==> config.mk <==
export PLATFORM = sky130hd
export DESIGN_NAME = pulse_meas
export DESIGN_NICKNAME = d
export VERILOG_FILES = /design/src/rtl/pulse_meas_pkg.sv /design/src/rtl/pulse_meas_outreg.sv /design/src/rtl/pulse_meas.sv
export SDC_FILE = /design/constraint.sdc
export NUM_CORES = 1
export LEC_CHECK = 0
export BUFFER_PORTS_ARGS = -buffer_cell sky130_fd_sc_hd__buf_4
export CAP_MARGIN = 20
export CORE_ASPECT_RATIO = 1.25
export CORE_MARGIN = 8
export CORE_UTILIZATION = 61
export DETAILED_ROUTE_END_ITERATION = 7
export GPL_TIMING_DRIVEN = 0
export PLACE_DENSITY = 0.84
export SYNTH_ARGS = -nofsm -noshare
export SYNTH_HDL_FRONTEND = slang
export SYNTH_SLANG_ARGS = --single-unit
==> constraint.sdc <==
create_clock -name io_clk -period 5.03 [get_ports io_clk]
set_input_delay 1.2575 -clock io_clk [delete_from_list [all_inputs] [get_ports io_clk]]
set_output_delay 1.2575 -clock io_clk [all_outputs]
set_load 0.1 [all_outputs]
==> src/rtl/pulse_meas_pkg.sv <==
// pulse_meas_pkg -- types shared by the pulse measurement block.
//   pm_state_t : measurement FSM states (IDLE waits for the first edge,
//                MEAS times complete phases).
//   pm_rec_t   : one measurement record {width, level, ovf}. The width field
//                is sized for the widest supported counter; users keep only
//                the low _CNT_WIDTH bits.
package pulse_meas_pkg;

  typedef enum logic {
    ST_IDLE = 1'b0,
    ST_MEAS = 1'b1
  } pm_state_t;

  localparam int PM_REC_MAX_W = 64;

  typedef struct packed {
    logic [PM_REC_MAX_W-1:0] width;
    logic                    level;
    logic                    ovf;
  } pm_rec_t;

endpackage

==> src/rtl/pulse_meas_outreg.sv <==
// pulse_meas_outreg -- single-entry output holding register with
// valid/ready handshake and a sticky drop flag.
// Ports:
//   io_clk, io_rst_n      : clock, asynchronous active-low reset
//   io_ld                 : a new record is offered this cycle
//   io_ld_width/level/ovf : the offered record
//   io_ready              : consumer accepts the held record
//   io_clr                : synchronous clear of io_drop
//   io_valid              : a record is held
//   io_width/level/ovf    : the held record
//   io_drop               : sticky, set when an offered record was lost
//
// Handshake: a held record transfers on any cycle with io_valid=1 and
// io_ready=1. The record fields never change while io_valid=1 and
// io_ready=0. An offered record is loaded when the register is empty or is
// being emptied in the same cycle; otherwise it is discarded and io_drop
// is set (set beats io_clr).
module pulse_meas_outreg
  import pulse_meas_pkg::*;
#(
  parameter int W = 32
) (
  input  logic         io_clk,
  input  logic         io_rst_n,
  input  logic         io_ld,
  input  logic [W-1:0] io_ld_width,
  input  logic         io_ld_level,
  input  logic         io_ld_ovf,
  input  logic         io_ready,
  input  logic         io_clr,
  output logic         io_valid,
  output logic [W-1:0] io_width,
  output logic         io_level,
  output logic         io_ovf,
  output logic         io_drop
);

  pm_rec_t rec_q;
  logic    valid_q;
  logic    drop_q;
  logic    accept;
  logic    lose;

  assign accept = io_ld && (!valid_q || io_ready);
  assign lose   = io_ld && valid_q && !io_ready;

  always_ff @(posedge io_clk or negedge io_rst_n) begin
    if (!io_rst_n) begin
      rec_q   <= '0;
      valid_q <= 1'b0;
      drop_q  <= 1'b0;
    end else begin
      if (accept) begin
        rec_q.width <= PM_REC_MAX_W'(io_ld_width);
        rec_q.level <= io_ld_level;
        rec_q.ovf   <= io_ld_ovf;
        valid_q     <= 1'b1;
      end else if (valid_q && io_ready) begin
        valid_q <= 1'b0;
      end

      if (lose) begin
        drop_q <= 1'b1;
      end else if (io_clr) begin
        drop_q <= 1'b0;
      end
    end
  end

  assign io_valid = valid_q;
  assign io_width = rec_q.width[W-1:0];
  assign io_level = rec_q.level;
  assign io_ovf   = rec_q.ovf;
  assign io_drop  = drop_q;

  // Upper width bits are always zero (loaded by zero extension).
  logic unused_width_hi;
  assign unused_width_hi = |(rec_q.width >> W);

endmodule

==> src/rtl/pulse_meas.sv <==
// pulse_meas -- measures the length of each complete high/low phase of a
// clean, synchronous input level and hands the result out as a record.
// Ports:
//   io_clk, io_rst_n : clock, asynchronous active-low reset
//   io_in            : debounced input level (already synchronous)
//   io_en            : measurement enable
//   io_clr           : clear the sticky io_drop flag
//   io_rise/io_fall  : one-cycle pulse, the cycle after an edge
//   io_valid/io_ready: record handshake
//   io_width         : completed phase length in cycles (saturating)
//   io_level         : level of the completed phase (1 = high)
//   io_ovf           : phase length reached the counter maximum
//   io_drop          : sticky, a record was lost while the last was held
module pulse_meas
  import pulse_meas_pkg::*;
#(
  parameter int _CNT_WIDTH = 32
) (
  input  logic                  io_clk,
  input  logic                  io_rst_n,
  input  logic                  io_in,
  input  logic                  io_en,
  input  logic                  io_clr,
  output logic                  io_rise,
  output logic                  io_fall,
  output logic                  io_valid,
  input  logic                  io_ready,
  output logic [_CNT_WIDTH-1:0] io_width,
  output logic                  io_level,
  output logic                  io_ovf,
  output logic                  io_drop
);

  localparam logic [_CNT_WIDTH-1:0] CNT_ONE = _CNT_WIDTH'(1);
  localparam logic [_CNT_WIDTH-1:0] CNT_MAX = '1;

  pm_state_t             state_q, state_n;
  logic [_CNT_WIDTH-1:0] cnt_q, cnt_n;
  logic                  in_d;
  logic                  edge_c;
  logic                  rec_ld;

  assign edge_c = io_in ^ in_d;

  // Input history and edge pulses. in_d keeps tracking io_in while disabled
  // so that an edge is never invented on re-enable.
  always_ff @(posedge io_clk or negedge io_rst_n) begin
    if (!io_rst_n) begin
      in_d    <= 1'b0;
      io_rise <= 1'b0;
      io_fall <= 1'b0;
    end else begin
      in_d    <= io_in;
      io_rise <= io_en && edge_c && io_in;
      io_fall <= io_en && edge_c && !io_in;
    end
  end

  always_ff @(posedge io_clk or negedge io_rst_n) begin
    if (!io_rst_n) begin
      state_q <= ST_IDLE;
      cnt_q   <= '0;
    end else begin
      state_q <= state_n;
      cnt_q   <= cnt_n;
    end
  end

  // cnt counts the cycles since the last edge; the edge cycle itself loads 1
  // so that a phase of N cycles reads N at its closing edge.
  always_comb begin
    state_n = state_q;
    cnt_n   = cnt_q;
    rec_ld  = 1'b0;
    if (!io_en) begin
      state_n = ST_IDLE;
      cnt_n   = '0;
    end else begin
      case (state_q)
        ST_IDLE: begin
          // First edge only starts timing: the phase before it is partial.
          if (edge_c) begin
            state_n = ST_MEAS;
            cnt_n   = CNT_ONE;
          end
        end
        ST_MEAS: begin
          if (edge_c) begin
            rec_ld = 1'b1;
            cnt_n  = CNT_ONE;
          end else if (cnt_q != CNT_MAX) begin
            cnt_n = cnt_q + CNT_ONE;
          end
        end
        default: begin
          state_n = ST_IDLE;
          cnt_n   = '0;
        end
      endcase
    end
  end

  // The completed phase had the level held before the edge, i.e. in_d.
  pulse_meas_outreg #(
    .W(_CNT_WIDTH)
  ) u_outreg (
    .io_clk      (io_clk),
    .io_rst_n    (io_rst_n),
    .io_ld       (rec_ld),
    .io_ld_width (cnt_q),
    .io_ld_level (in_d),
    .io_ld_ovf   (cnt_q == CNT_MAX),
    .io_ready    (io_ready),
    .io_clr      (io_clr),
    .io_valid    (io_valid),
    .io_width    (io_width),
    .io_level    (io_level),
    .io_ovf      (io_ovf),
    .io_drop     (io_drop)
  );

endmodule

==> results of run 1 <==
-- state kept, by name, summed over array words and instances (netlist names) --
name,cells
io_rise,1
u_outreg.io_level,1
u_outreg.io_width,32
io_fall,1
in_d,1
u_outreg.io_ovf,1
u_outreg.io_valid,1
state_q,1
cnt_q,32
u_outreg.io_drop,1
-- placed cells by master, fill, tap and decap left out, types with 2 or more instances in the layout --
cell type / n
o21ai_1: 7
a21oi_1: 23
buf_1: 2
and4_1: 2
mux2_2: 33
o211ai_1: 3
and3_1: 3
nand3b_1: 2
and2_1: 3
xor2_1: 6
or3_1: 17
buf_2: 3
o31ai_1: 3
nor3_1: 3
buf_4: 46
clkbuf_1: 6
nand4_1: 9
nor4_1: 3
nor2_1: 9
dfrtp_1: 72
nand2_1: 23
o21ai_0: 14
clkinv_2: 2
clkbuf_8: 9
nand3_1: 11
or4_1: 7
inv_1: 4
-- through the flow --
| stage | hold WS [ns] | instances |
|---|---|---|
| detailed placement | 0.4753 | 395 |
| floorplan | 0.4490 | 290 |
| finish | 0.4812 | 408 |
| global route | 0.5265 | 408 |
| CTS | 0.4800 | 408 |
| global placement | 0.4682 | 395 |
-- logic make-up (layout without fill, tap and decap cells) --
| group | count (synthesis) | in the layout | synth area share |
|---|---|---|---|
| buf+inv | 18 | 74 | 0.02761 |
| compound gates | 59 | 59 | 0.1101 |
| simple gates | 100 | 100 | 0.1734 |
| mux | 33 | 33 | 0.1139 |
| flops | 72 | 72 | 0.5524 |
| fa+ha+maj | 1 | 1 | 0.003835 |
| xor+xnor | 7 | 7 | 0.01880 |
-- worst reg2reg max path, stage by stage (launching register included) --
cell and delay [ns]:
dfrtp_1 0.41, xnor2_1 0.20, nand3b_1 0.22, nor2b_1 0.13, clkbuf_1 0.46, buf_1 0.52, mux2_2 0.40
-- cell type report --
type | count | area, um^2
plain buffers | 13 | 71.32
clock buffers | 11 | 131.4
clock inverters | 2 | 10.01
fillers | 355 | 1313
inverters | 5 | 18.77
multi-input cells | 200 | 1370
flip-flops and latches | 72 | 1802
well taps | 62 | 77.57
repair buffers | 43 | 322.8
-- power groups by stage --
stage	Sequential (mW)	Combinational (mW)	Clock, mW
floorplan	0.665	0.0298	0
global placement	0.608	0.126	0
detailed placement	0.609	0.127	0
CTS	0.598	0.127	0.369
global route	0.599	0.132	0.403
finish	0.598	0.125	0.364
-- how the worst min path moves through the flow --
| stage | from | to | slack, ns | depth (start not counted) |
|---|---|---|---|---|
| 6_report | in_d | io_rise | 0.48 | 1 |
| 5_1_grt | u_outreg.io_width[4] | u_outreg.io_width[4] | 0.53 | 1 |
| 4_1_cts | in_d | io_rise | 0.48 | 1 |
| 3_5_place_dp | in_d | io_rise | 0.48 | 1 |
| 3_3_place_gp | in_d | io_rise | 0.47 | 1 |
| 2_1_floorplan | in_d | io_rise | 0.45 | 1 |
-- per-layer routing --
metal  vias to the layer above  routed length [um]  track usage
met5                         -                   0            0
met4                         0                 206      0.09241
met2                        73                3516       0.2990
met3                        16                 346      0.06055
met1                      1240                2903       0.2293
li1                       1176                   -            -
==> reports/qor.yml, run 1 <==
logic_synthesis:
  synthTopCellsByArea: "dfrtp_1 (55%), mux2_2 (11%), a21oi_1 (3.5%), or3_1 (3.3%), nand2_1 (2.6%)"
  post_synth.cell_area_avg_um2: 11.25
  yosys_warnings: 0
  netlist-cell-type-count: 46
  seq_area_frac_synth: 0.5524
  netlist.area_leader.share: 0.5524
  synth.largest_area_cell: "dfrtp_1"
  ys_ff_latch: 72
  synthesis.instances: 290
  synth.cell_area_um2: 3262
  synth_async_sr_flop_share: 1.000
  dominantRegCellSynth: "dfrtp_1"
  synth.most_common_cell: "dfrtp_1"
  synthesis.nets: 297
  synth_enable_flop_cells: 0
  top_post_synthesis_cells_by_count: "dfrtp_1 (72), mux2_2 (33), a21oi_1 (23), nand2_1 (23), or3_1 (17)"
clock_network:
  clock-root-buffer: "clkbuf_8"
  cts-hold-fix-buffers: 0
  cts.clk_slew.worst_paths_ns: 0.07
  clock_path_buffers: 2
  clock_sink_count: 72
  insertion_delay_ns: 0.35
  cts-htree-levels: 3
  tritoncts: "done"
  post_cts.resized_instances: 0
  post-cts-setup-buffers: 0
  tritoncts.num_buffers: 9
run_status:
  run_status: "finished, final reports clean"
floorplan:
  die_w_um: 81.41
  num_rows: 29
  core-area_um2: 5116
  initial_core_util: 0.6376
  io_pins: 44
  floorplan.die.height_um: 97.76
  fp.dieArea_um2: 7958
final_layout:
  syn2layout_area_growth_pct: 16.61
  post_route_cell_area_um2: 3804
  nNetsFinal: 351
  antenna-diode-count: 0
  final_core_util: 0.7435
  final_layout_size_suffix_gt1_frac: 0.2948
drt:
  routed_wl_um: 6972
  avgRoutedWirePerCell_um: 17.09
  firstDrtPassIters: 4
  drt_iter0_drc: 169
  detailroute.via_count: 2505
  detail_route.drc_violations: 0
  route.detailed.vias_per_inst: 6.140
  post_drt_antenna_nets: 0
power:
  design_power_total_mw: 1.086
  power_frac_comb: 0.115
  p_leak_nw: 1.705
  p_per_area_nw_per_um2: 285.6
  sw_frac_of_total: 0.2759
  p_seq_frac: 0.550
  vdd_ir_drop_max_uv: 289.4
  cellInternalPower_mw: 0.7865
  power.clock.fraction: 0.335
  power.net_switching_mw: 0.2997
setup_path:
  worstRegToRegCells: 6
  reg2reg_slack_ns: 2.58
  timing.critical_path.depth: 7
  worst_setup_path_endpoint: "u_outreg.io_width[25]"
  path_cells: "buf_4, xnor2_1, nand3b_1, nor2b_1, clkbuf_1, buf_1, mux2_2"
  r2r_start: "in_d"
  cp.required_ns: 5.26
  crit_type: "in -> reg"
  cp_top_family: "buffers and inverters"
  rr_endpoint: "u_outreg.io_width[25]"
  path_max_fanout: 10
  critical_path.n_buffers_inverters: 3
  critical_path.slowest_cell: "buf_1"
  critPathMaxStageDelay_ns: 0.51
  cp.arrival_ns: 3.29
  crit_path_start_kind: "input pin"
  worst_setup_path_end_kind: "register"
  critPathLaunch: "io_in"
global_routing:
  first_pass_grt_wire_length_um: 11990
  initial_antenna_violation_count: 0
  number_of_global_route_vias_before_repair: 2541
  grt_remaining_overflow: 0
  grt_usage: 0.1909
  grt_start_max_net_pins: 73
timing:
  worst-slew-pin-transition_ns: 1.003
  setup_slack_of_the_critical_path_after_layout_ns: 1.969
  report.final.slew_viol_count: 0
  relative_slew_slack: 0.3252
  min_period_ns: 3.061
  finClkSkew_ns: 0.007888
  final-hold-violation-count: 0
  timing.setup.tns_ns: 0
  unrepaired_setup_endpoints_after_global_routing: "false"
  maxClockFrequency_ghz: 0.3267
  finalSetupViolations: 0
  period_share: 0.6085
placement:
  dp_worst_setup_slack_ns: 1.581
  placement.cell_area_um2: 3662
  dp_hpwl_um: 4845
  globalplace.congestion: 0.8968
  numPortBuffers: 43
hold_path:
  hold_path_class: "reg -> reg"
job:
  max-cap-violations: 0
Power figures use the tool's default switching activity.
==> run 2: changes to the inputs <==
--- a/config.mk
+++ b/config.mk
@@ -9,10 +9,10 @@
 export CAP_MARGIN = 20
 export CORE_ASPECT_RATIO = 1.25
 export CORE_MARGIN = 8
-export CORE_UTILIZATION = 61
+export CORE_UTILIZATION = 51
 export DETAILED_ROUTE_END_ITERATION = 7
 export GPL_TIMING_DRIVEN = 0
-export PLACE_DENSITY = 0.84
+export PLACE_DENSITY = 0.75
 export SYNTH_ARGS = -nofsm -noshare
 export SYNTH_HDL_FRONTEND = slang
 export SYNTH_SLANG_ARGS = --single-unit
==> constraint.sdc (replaced) <==
create_clock -name io_clk -period 2.68 [get_ports io_clk]
set_input_delay 0.67 -clock io_clk [delete_from_list [all_inputs] [get_ports io_clk]]
set_output_delay 0.67 -clock io_clk [all_outputs]
set_load 0.1 [all_outputs]
==> reports/qor.yml, run 2 (synthesis results as in run 1) <==
setup_path:
  critPathMaxStageDelay_ns: 0.53  # was 0.51 ns
  rr_endpoint: "cnt_q[0]"  # was u_outreg.io_width[25]
  crit_path_start_kind: "register"  # was input pin
  worst_setup_path_endpoint: "cnt_q[0]"  # was u_outreg.io_width[25]
  timing.critical_path.depth: 7  # unchanged
  critical_path.slowest_cell: "or4_1"  # was buf_1
  worstRegToRegCells: 7  # was 6
  critPathLaunch: "cnt_q[19]"  # was io_in
  critical_path.n_buffers_inverters: 2  # was 3
  path_max_fanout: 10  # unchanged
  reg2reg_slack_ns: 0.26  # was 2.58 ns
  cp.arrival_ns: 2.63  # was 3.29 ns
  path_cells: "nand4_2, or4_1, buf_2, o31ai_4, buf_4, xor2_1, a21boi_1"  # was buf_4, xnor2_1, nand3b_1, nor2b_1, clkbuf_1, buf_1, mux2_2
  cp.required_ns: 2.89  # was 5.26 ns
  crit_type: "reg -> reg"  # was in -> reg
  r2r_start: "cnt_q[19]"  # was in_d
  worst_setup_path_end_kind: "register"  # unchanged
  cp_top_family: "simple AND/OR/NAND/NOR gates"  # was buffers and inverters
global_routing:
  grt_remaining_overflow: 0  # unchanged
  first_pass_grt_wire_length_um: 11520  # was 11,990 um
  number_of_global_route_vias_before_repair: 2403  # was 2,541
  grt_usage: 0.1566  # was 0.1909
  grt_start_max_net_pins: 73  # unchanged
  initial_antenna_violation_count: 0  # unchanged
final_layout:
  final_layout_size_suffix_gt1_frac: 0.3066  # was 0.2948
  post_route_cell_area_um2: 3911  # was 3804 um^2
  layout_commonest_cell: "dfrtp_1"  # unchanged
  area_of_combinational_cells_with_multiple_inputs_um2: 1370  # unchanged
  most_frequent_cells_in_the_layout: "dfrtp_1 (72), buf_4 (46), mux2_2 (33)"  # unchanged
  syn2layout_area_growth_pct: 19.91  # was 16.61%
  area.sequential_um2: 1802  # unchanged
  nNetsFinal: 351  # unchanged
  fillers: 513  # was 355
  final_cells: 434  # was 408
  antenna-diode-count: 0  # unchanged
timing:
  finClkSkew_ns: 0.006079  # was 0.007888 ns
  min_period_ns: 2.420
  period_share: 0.9030
  worst-slew-pin-transition_ns: 1.002  # was 1.003 ns
  report.final.slew_viol_count: 0  # unchanged
  unrepaired_setup_endpoints_after_global_routing: "false"  # unchanged
  timing.hold.ws_ns: 0.4505  # was 0.4812 ns
  finalSetupViolations: 0  # unchanged
  final-hold-violation-count: 0  # unchanged
  relative_slew_slack: 0.3256  # was 0.3252
  maxClockFrequency_ghz: 0.4132
  setup_slack_of_the_critical_path_after_layout_ns: 0.2600  # was 1.969 ns
placement:
  placement.cell_area_um2: 3691  # was 3662 um^2
  numPortBuffers: 43  # unchanged
  place_inst: 418  # was 395
  dp_worst_setup_slack_ns: -0.09713  # was 1.581 ns
  globalplace.congestion: 0.8867  # was 0.8968
  dp_hpwl_um: 4704  # was 4845 um
clock_network:
  post_cts.resized_instances: 0  # unchanged
  cts-htree-levels: 3  # unchanged
  post-cts-setup-buffers: 0  # unchanged
  tritoncts: "done"  # unchanged
  tritoncts.num_buffers: 9  # unchanged
  clock-root-buffer: "clkbuf_8"  # unchanged
  insertion_delay_ns: 0.34  # was 0.35 ns
  clock_path_buffers: 2  # unchanged
  cts.clk_slew.worst_paths_ns: 0.08  # was 0.07 ns
  clock_sink_count: 72  # unchanged
  cts-hold-fix-buffers: 0  # unchanged
floorplan:
  num_rows: 32  # was 29
  initial_core_util: 0.5290  # was 0.6376
  die_w_um: 87.53  # was 81.41 um
  fp.dieArea_um2: 9227  # was 7958 um^2
  io_pins: 44  # unchanged
  core-area_um2: 6166  # was 5116 um^2
  floorplan.die.height_um: 105.4  # was 97.76 um
job:
  max-cap-violations: 0  # unchanged
drt:
  route.detailed.vias_per_inst: 5.689  # was 6.140
  detailroute.via_count: 2469  # was 2,505
  post_drt_antenna_nets: 0  # unchanged
  firstDrtPassIters: 4  # unchanged
  drt_iter0_drc: 137  # was 169
  avgRoutedWirePerCell_um: 15.70  # was 17.09 um
  detail_route.drc_violations: 0  # unchanged
  routed_wl_um: 6814  # was 6972 um
run_status:
  run_status: "finished, final reports clean"  # unchanged
power:
  vdd_ir_drop_max_uv: 357.1  # was 289.4 uV
  p_per_area_nw_per_um2: 583.7  # was 285.6 nW/um^2
  p_leak_nw: 1.732  # was 1.705 nW
  design_power_total_mw: 2.283  # was 1.086 mW
hold_path:
  hold_path_class: "in -> async"  # was reg -> reg
run 2: changes by cell type in the layout (fill, tap and decap cells not counted):
cell	previous run	this run
clkinv_4	0	1
clkinvlp_4	0	3
clkinv_2	2	1
bufinv_16	0	2
clkbuf_1	6	4
run 2: layer usage:
metal	wire [um]	vias to the layer above	GRT usage
met5	0	-	0
li1	-	1174	-
met2	3424	61	0.2503
met1	2927	1224	0.1929
met4	91	0	0.06535
met3	371	10	0.04351
run 2: cell type report:
class,count,share of cell area
Inverter,5,0.004798
Sequential cell,72,0.4607
Clock buffer,9,0.03167
Buffer,13,0.01823
Multi-Input combinational cell,200,0.3503
Tap cell,85,0.02719
Timing Repair Buffer,43,0.08253
Clock inverter,7,0.02463
run 2: where the power goes:
| part | switching (mW) | internal [mW] | total, mW |
|---|---|---|---|
| clock network | 0.406 | 0.523 | 0.929 |
| logic | 0.181 | 0.0528 | 0.233 |
| registers | 0.0162 | 1.10 | 1.12 |
run 2: worst min path at each step:
stage | to | slack [ns] | cells past startpoint
3_5_place_dp | io_rise | 0.48 | 1
4_1_cts | in_d | 0.45 | 1
5_1_grt | in_d | 0.45 | 1
3_3_place_gp | io_rise | 0.47 | 1
2_1_floorplan | cnt_q[0] | 0.37 | 0
6_report | cnt_q[28] | 0.45 | 1
run 2: through the flow:
step	setup TNS (ns)	util
floorplan	0	-
global placement	-0.6406	0.5986
detailed placement	-1.104	0.5986
CTS	0	0.6343
global route	0	0.6343
finish	0	0.6343
